**config.mk**
```make
export PLATFORM = sky130hd
export DESIGN_NAME = dbus_arbiter
export DESIGN_NICKNAME = d
export VERILOG_FILES = /design/src/rtl/common.sv /design/src/rtl/pipes.sv /design/src/rtl/rr_pick.sv /design/src/rtl/dbus_arbiter.sv
export SDC_FILE = /design/constraint.sdc
export NUM_CORES = 1
export LEC_CHECK = 0
export CAP_MARGIN = 30
export CORE_AREA = 2 2 126 128
export DETAILED_ROUTE_END_ITERATION = 10
export DIE_AREA = 0 0 128 130
export HOLD_SLACK_MARGIN = 0.06
export PLACE_DENSITY_LB_ADDON = 0.12
export SLEW_MARGIN = 20
export SYNTH_ARGS = -nofsm -noshare
export SYNTH_HDL_FRONTEND = slang
export SYNTH_SLANG_ARGS = --single-unit
```
**constraint.sdc**
```tcl
create_clock -name clk -period 1.84 [get_ports clk]
set_clock_uncertainty 0.15 [all_clocks]
set_input_delay 0.184 -clock clk [delete_from_list [all_inputs] [get_ports clk]]
set_output_delay 0.184 -clock clk [all_outputs]
set_load 0.1 [all_outputs]
```
**src/rtl/common.sv**
```systemverilog
// Shared data-bus transaction types used by every master and slave in the core.
package common;

  typedef struct packed {
    logic        valid;
    logic [31:0] addr;
    logic [2:0]  size;
    logic [3:0]  strobe;
    logic [31:0] data;
  } dbus_req_t;

  typedef struct packed {
    logic        addr_ok;
    logic        data_ok;
    logic [31:0] data;
  } dbus_resp_t;

endpackage

```
**src/rtl/pipes.sv**
```systemverilog
// Pipeline-side control types and helpers; holds the data-bus arbiter state.
package pipes;

  typedef enum logic {
    IDLE = 1'b0,
    LOCK = 1'b1
  } arb_state_t;

  // Increment a port index, wrapping to zero at the port count.
  function automatic int unsigned wrap_inc(input int unsigned idx, input int unsigned n);
    return (idx + 1 >= n) ? 0 : idx + 1;
  endfunction

endpackage

```
**src/rtl/rr_pick.sv**
```systemverilog
// Purely combinational picker: first valid port at or after ptr, wrapping modulo NREQ.
module rr_pick #(
  parameter int NREQ = 2
) (
  input  logic [NREQ-1:0]         valid,
  input  logic [$clog2(NREQ)-1:0] ptr,
  output logic                    found,
  output logic [$clog2(NREQ)-1:0] index
);

  localparam int IW = $clog2(NREQ);

  function automatic logic [IW-1:0] cand(input logic [IW-1:0] base, input int unsigned step);
    int unsigned sum;
    sum = 32'(base) + step;
    if (sum >= NREQ) sum = sum - NREQ;
    return IW'(sum);
  endfunction

  // Scan upward from ptr; the first hit wins and later hits are ignored.
  always_comb begin
    found = 1'b0;
    index = '0;
    for (int k = 0; k < NREQ; k++) begin
      if (!found && valid[cand(ptr, 32'(k))]) begin
        found = 1'b1;
        index = cand(ptr, 32'(k));
      end
    end
  end

endmodule

```
**src/rtl/dbus_arbiter.sv**
```systemverilog
// Zero-latency data-bus arbiter: forwards one requester to the bus and holds the
// grant until data_ok or until the requester withdraws its valid.
module dbus_arbiter
  import common::*;
  import pipes::*;
#(
  parameter int NREQ = 2,
  parameter bit RR   = 1'b1
) (
  input  logic                    clk,
  input  logic                    reset,
  input  dbus_req_t               ireq  [NREQ],
  output dbus_resp_t              iresp [NREQ],
  output dbus_req_t               oreq,
  input  dbus_resp_t              oresp,
  output logic                    busy,
  output logic [$clog2(NREQ)-1:0] gidx
);

  localparam int IW = $clog2(NREQ);

  arb_state_t      state;
  logic [IW-1:0]   ptr;
  logic [IW-1:0]   lidx;
  logic [NREQ-1:0] vld;
  logic            found;
  logic [IW-1:0]   widx;
  logic [IW-1:0]   sel;
  logic            act;

  function automatic logic [IW-1:0] next_ptr(input logic [IW-1:0] granted);
    if (!RR) return '0;
    return IW'(wrap_inc(32'(granted), NREQ));
  endfunction

  always_comb begin
    vld = '0;
    for (int i = 0; i < NREQ; i++) vld[i] = ireq[i].valid;
  end

  rr_pick #(
    .NREQ (NREQ)
  ) u_pick (
    .valid (vld),
    .ptr   (ptr),
    .found (found),
    .index (widx)
  );

  // While reset is held the bus is quiet even if requesters are already valid.
  always_comb begin
    sel  = '0;
    act  = 1'b0;
    gidx = '0;
    if (reset) begin
      if (state == LOCK) begin
        sel  = lidx;
        act  = ireq[lidx].valid;
        gidx = lidx;
      end else if (found) begin
        sel  = widx;
        act  = 1'b1;
        gidx = widx;
      end
    end
  end

  always_comb begin
    oreq = act ? ireq[sel] : '0;
    for (int i = 0; i < NREQ; i++) begin
      iresp[i] = (act && sel == IW'(i)) ? oresp : '0;
    end
  end

  assign busy = (state == LOCK);

  // A withdrawn valid in LOCK is an abort: it wins over data_ok and leaves ptr alone.
  always_ff @(posedge clk or negedge reset) begin
    if (!reset) begin
      state <= IDLE;
      ptr   <= '0;
      lidx  <= '0;
    end else begin
      case (state)
        IDLE: begin
          if (found) begin
            if (oresp.data_ok) begin
              ptr <= next_ptr(widx);
            end else begin
              state <= LOCK;
              lidx  <= widx;
            end
          end
        end
        LOCK: begin
          if (!ireq[lidx].valid) begin
            state <= IDLE;
          end else if (oresp.data_ok) begin
            state <= IDLE;
            ptr   <= next_ptr(lidx);
          end
        end
        default: state <= IDLE;
      endcase
    end
  end

endmodule

```
==> summary.txt <==
Status
  – Run status: finished, violations left
  – Failing checks: setup timing

STA
  – Max-slew violation count: 0
  – Final setup fails: between 100 and 150
  – Post-route setup slack: -0.364 ns
  – Fin Hold WS: ~0.21 ns
  – Tcrit/Tclk final: 1.20
  – RSZ-0062 raised after global routing: true
  – Fin crit period: 2.20 ns
  – F_max: ~450 MHz
  – Rel. slew slack: 0.815
  – Transition time of the tightest slew-check pin: around 0.28 ns
  – Fin. Hold Viols: 0

Die
  – Die Y-Extent: 130 µm
  – Die area: ~17000 µm²
  – Rows: 46
  – Die W: 128 µm
  – Core ar.: approximately 15000 µm²
  – Initial core utilization: 0.0917
  – I/O pin count: 322

Routing
  – Vias per cell: ~4.1
  – Overall routed net length: about 12000 µm
  – Met1 WL: 4080 µm
  – Routed wl met2: ~6400 µm
  – Detailed-route via count: approximately 2900
  – Drt drc: 0
  – Top Layer Used: met4
  – Met3 WL: approximately 1100 µm
  – Average wire per cell in the routed design: between 15 and 20 µm
  – DRT Pass-1 Iters: 4
  – Antenna Nets Post-Route: 0
  – DRT iter0 DRCs: 38

Pwr
  – Internal power: around 2.2 mW
  – Comb power frac: 0.906
  – Net Sw Frac: 0.547
  – Pwr Density: about 670 nW/µm²
  – Seq pwr share: 0.020
  – Part of the power in the clock network: 0.074
  – P_sw: approximately 2.6 mW
  – Peak supply drop: roughly 0.3 mV
  – Pleak: ~3 nW

Cells and area
  – Antenna Diode Count: 0
  – Post-route cell area: between 7000 and 8000 µm²
  – Fin nets: 694
  – Fraction of final layout cells with drive strength greater than 1: 0.620
  – Final cell count without fillers: ~710
  – Post-layout util: 0.466
  – Synthesis-to-finish area growth: 408%
  – Fillcell total: between 1000 and 1500

Worst setup path
  – Crit path from: busy
  – R2R cell count: 4
  – CP peak stage delay: approximately 0.5 ns
  – WS Path Type: reg -> out
  – RR Startpoint: busy
  – R2R Setup Slk: slightly above 0.5 ns
  – Crit path cell chain: nand2b_4 -> o2111a_4 -> buf_12 -> a22o_2 -> buf_12
  – Worst EP required: roughly 1.5 ns
  – Crit-path max FO: 34
  – Worst Setup End Kind: output pin
  – Slowest stage cell, crit path: dfrtp_4
  – CP Launch Type: flip-flop
  – R2r endpoint: lidx
  – Setup crit end: oreq[51]
  – Worst endpoint data arrival time: 1.87 ns
  – Most Frequent Cell on Critical Path: buf_12

CTS
  – H-Tree Depth: 1
  – Clock Sinks: 3
  – Root Buffer: clkbuf_16
  – Cts hold-fix bufs: 0
  – Number of buffers created by CTS: 3
  – CTS max path bufs: 2
  – Reg clk slew, reported paths: 0.03 ns
  – Clk_lat worst skew: 0.23 ns
  – TritonCTS clock tree: yes

Job
  – Max_cap viols: 0

Placement
  – Post-DP HPWL: between 10000 and 15000 µm
  – Placer Congestion: roughly 0.77
  – Placed insts: between 600 and 700
  – Port bufs: between 300 and 400
  – Setup WS pre-CTS: -0.273 ns
  – Placement Cell Area: around 6900 µm²

Synthesis
  – Sequential fraction of the synthesis area: 0.0531
  – Mean Syn Cell Area: around 7.6 µm²
  – Area contributors post-synth: a22o_1 (44%), and2_1 (30%), buf_6 (6.4%)
  – Number of synthesized flops with an enable pin: 0
  – Number of synthesized register bits: 3
  – Synth cell types: 21
  – Post-synth top cells: a22o_1 (71), and2_1 (68), buf_2 (9)
  – Most common cell in the synthesized netlist: a22o_1
  – Mapped Area: 1420 µm²
  – Ys flop type: dfrtp_1
  – Leading area contributor after synthesis: a22o_1
  – Synth warnings: 0
  – Share of the synthesized area in the top cell type: 0.439
  – Asr flop ratio synth: 1.00
  – Syn nets: approximately 370
  – Cells after Synth: 185

Min path
  – Worst hold path type: in -> async

Global route
  – Largest net degree at the start of global routing: 48
  – First-pass GRT wire length: between 15000 and 20000 µm
  – GRT Util Overall: 0.125
  – Vias in the first global route: approximately 2900
  – Global route total overflow: 0
  – Antenna violations before repair: 0
## cells by family after synthesis
| group | synth area share |
|---|---|
| buffers and inverters | 0.117 |
| AO/OA/AOI/OAI | 0.492 |
| AND/OR/NAND/NOR | 0.339 |
| flip-flops | 0.0530 |
## how the worst min path moves through the flow
stage                     start  depth (start not counted)   end  slack, ns
final                     reset                          2  lidx       0.21
after global routing      reset                          2  lidx       0.23
after CTS                 reset                          2  lidx       0.21
after detailed placement   lidx                          2  lidx       0.39
after global placement     lidx                          2  lidx       0.35
after floorplan           reset                          0  lidx      -0.26
## power by group through the flow
stage          registers (mW)  logic [mW]  clock network (mW)
5_1_grt                 0.101        4.46               0.368
3_5_place_dp           0.0987        4.29                   0
4_1_cts                0.0980        4.31               0.360
6_report               0.0983        4.34               0.355
2_1_floorplan           0.119        2.52                   0
3_3_place_gp           0.0970        4.27                   0
## state kept, by name (all words and copies together), names as in the netlist
name and flops:
busy 1, lidx 1, ptr 1
## metal layers
layer	vias to the layer above	GRT usage
met5	-	0
met4	0	0.0284
met3	10	0.0332
met2	199	0.243
met1	1333	0.136
li1	1357	-
## per-stage QoR
| stage | TNS [ns] | power [mW] |
|---|---|---|
| after global placement | -30.11 | 4.37 |
| final | -42.53 | 4.80 |
| after detailed placement | -31.45 | 4.39 |
| after CTS | -42.07 | 4.77 |
| after floorplan | -32.91 | 2.64 |
| after global routing | -49.34 | 4.93 |
## area by class of cell
| type | instances | area (µm²) | area share |
|---|---|---|---|
| timing repair buffer | 346 | 5010 | 0.697 |
| tap | 192 | 240 | 0.0334 |
| sequential | 3 | 78.8 | 0.0110 |
| inverter | 1 | 3.75 | 0.000522 |
| multi-input combinational | 159 | 1780 | 0.247 |
| clock buffer | 4 | 78.8 | 0.0110 |
## cell usage in the layout, fill, tap and decap left out, types with 2 or more instances in the layout
master and count:
dfrtp_1 2, a22o_2 32, nand2_1 2, clkdlybuf4s50_1 179
buf_12 148, buf_16 2, a21oi_1 3, buf_4 9
clkbuf_16 6, nor2_1 2, o21ai_0 2, a22o_4 39
and2_4 68, buf_6 5
## worst max-delay path: cells and delay by family, from the launching register on
kind	cells	cell delay (ns)
AO/OA/AOI/OAI	2	0.60
flip-flops	1	0.49
buffers and inverters	2	0.36
AND/OR/NAND/NOR	1	0.16
## what timing repair did
action	CTS	global route
setup endpoints to repair	140	141
pin swaps	0	1
gates resized for setup	6	8
cloned	0	3
buffers inserted	0	1
Note: power is estimated with default switching activity, not from simulation.
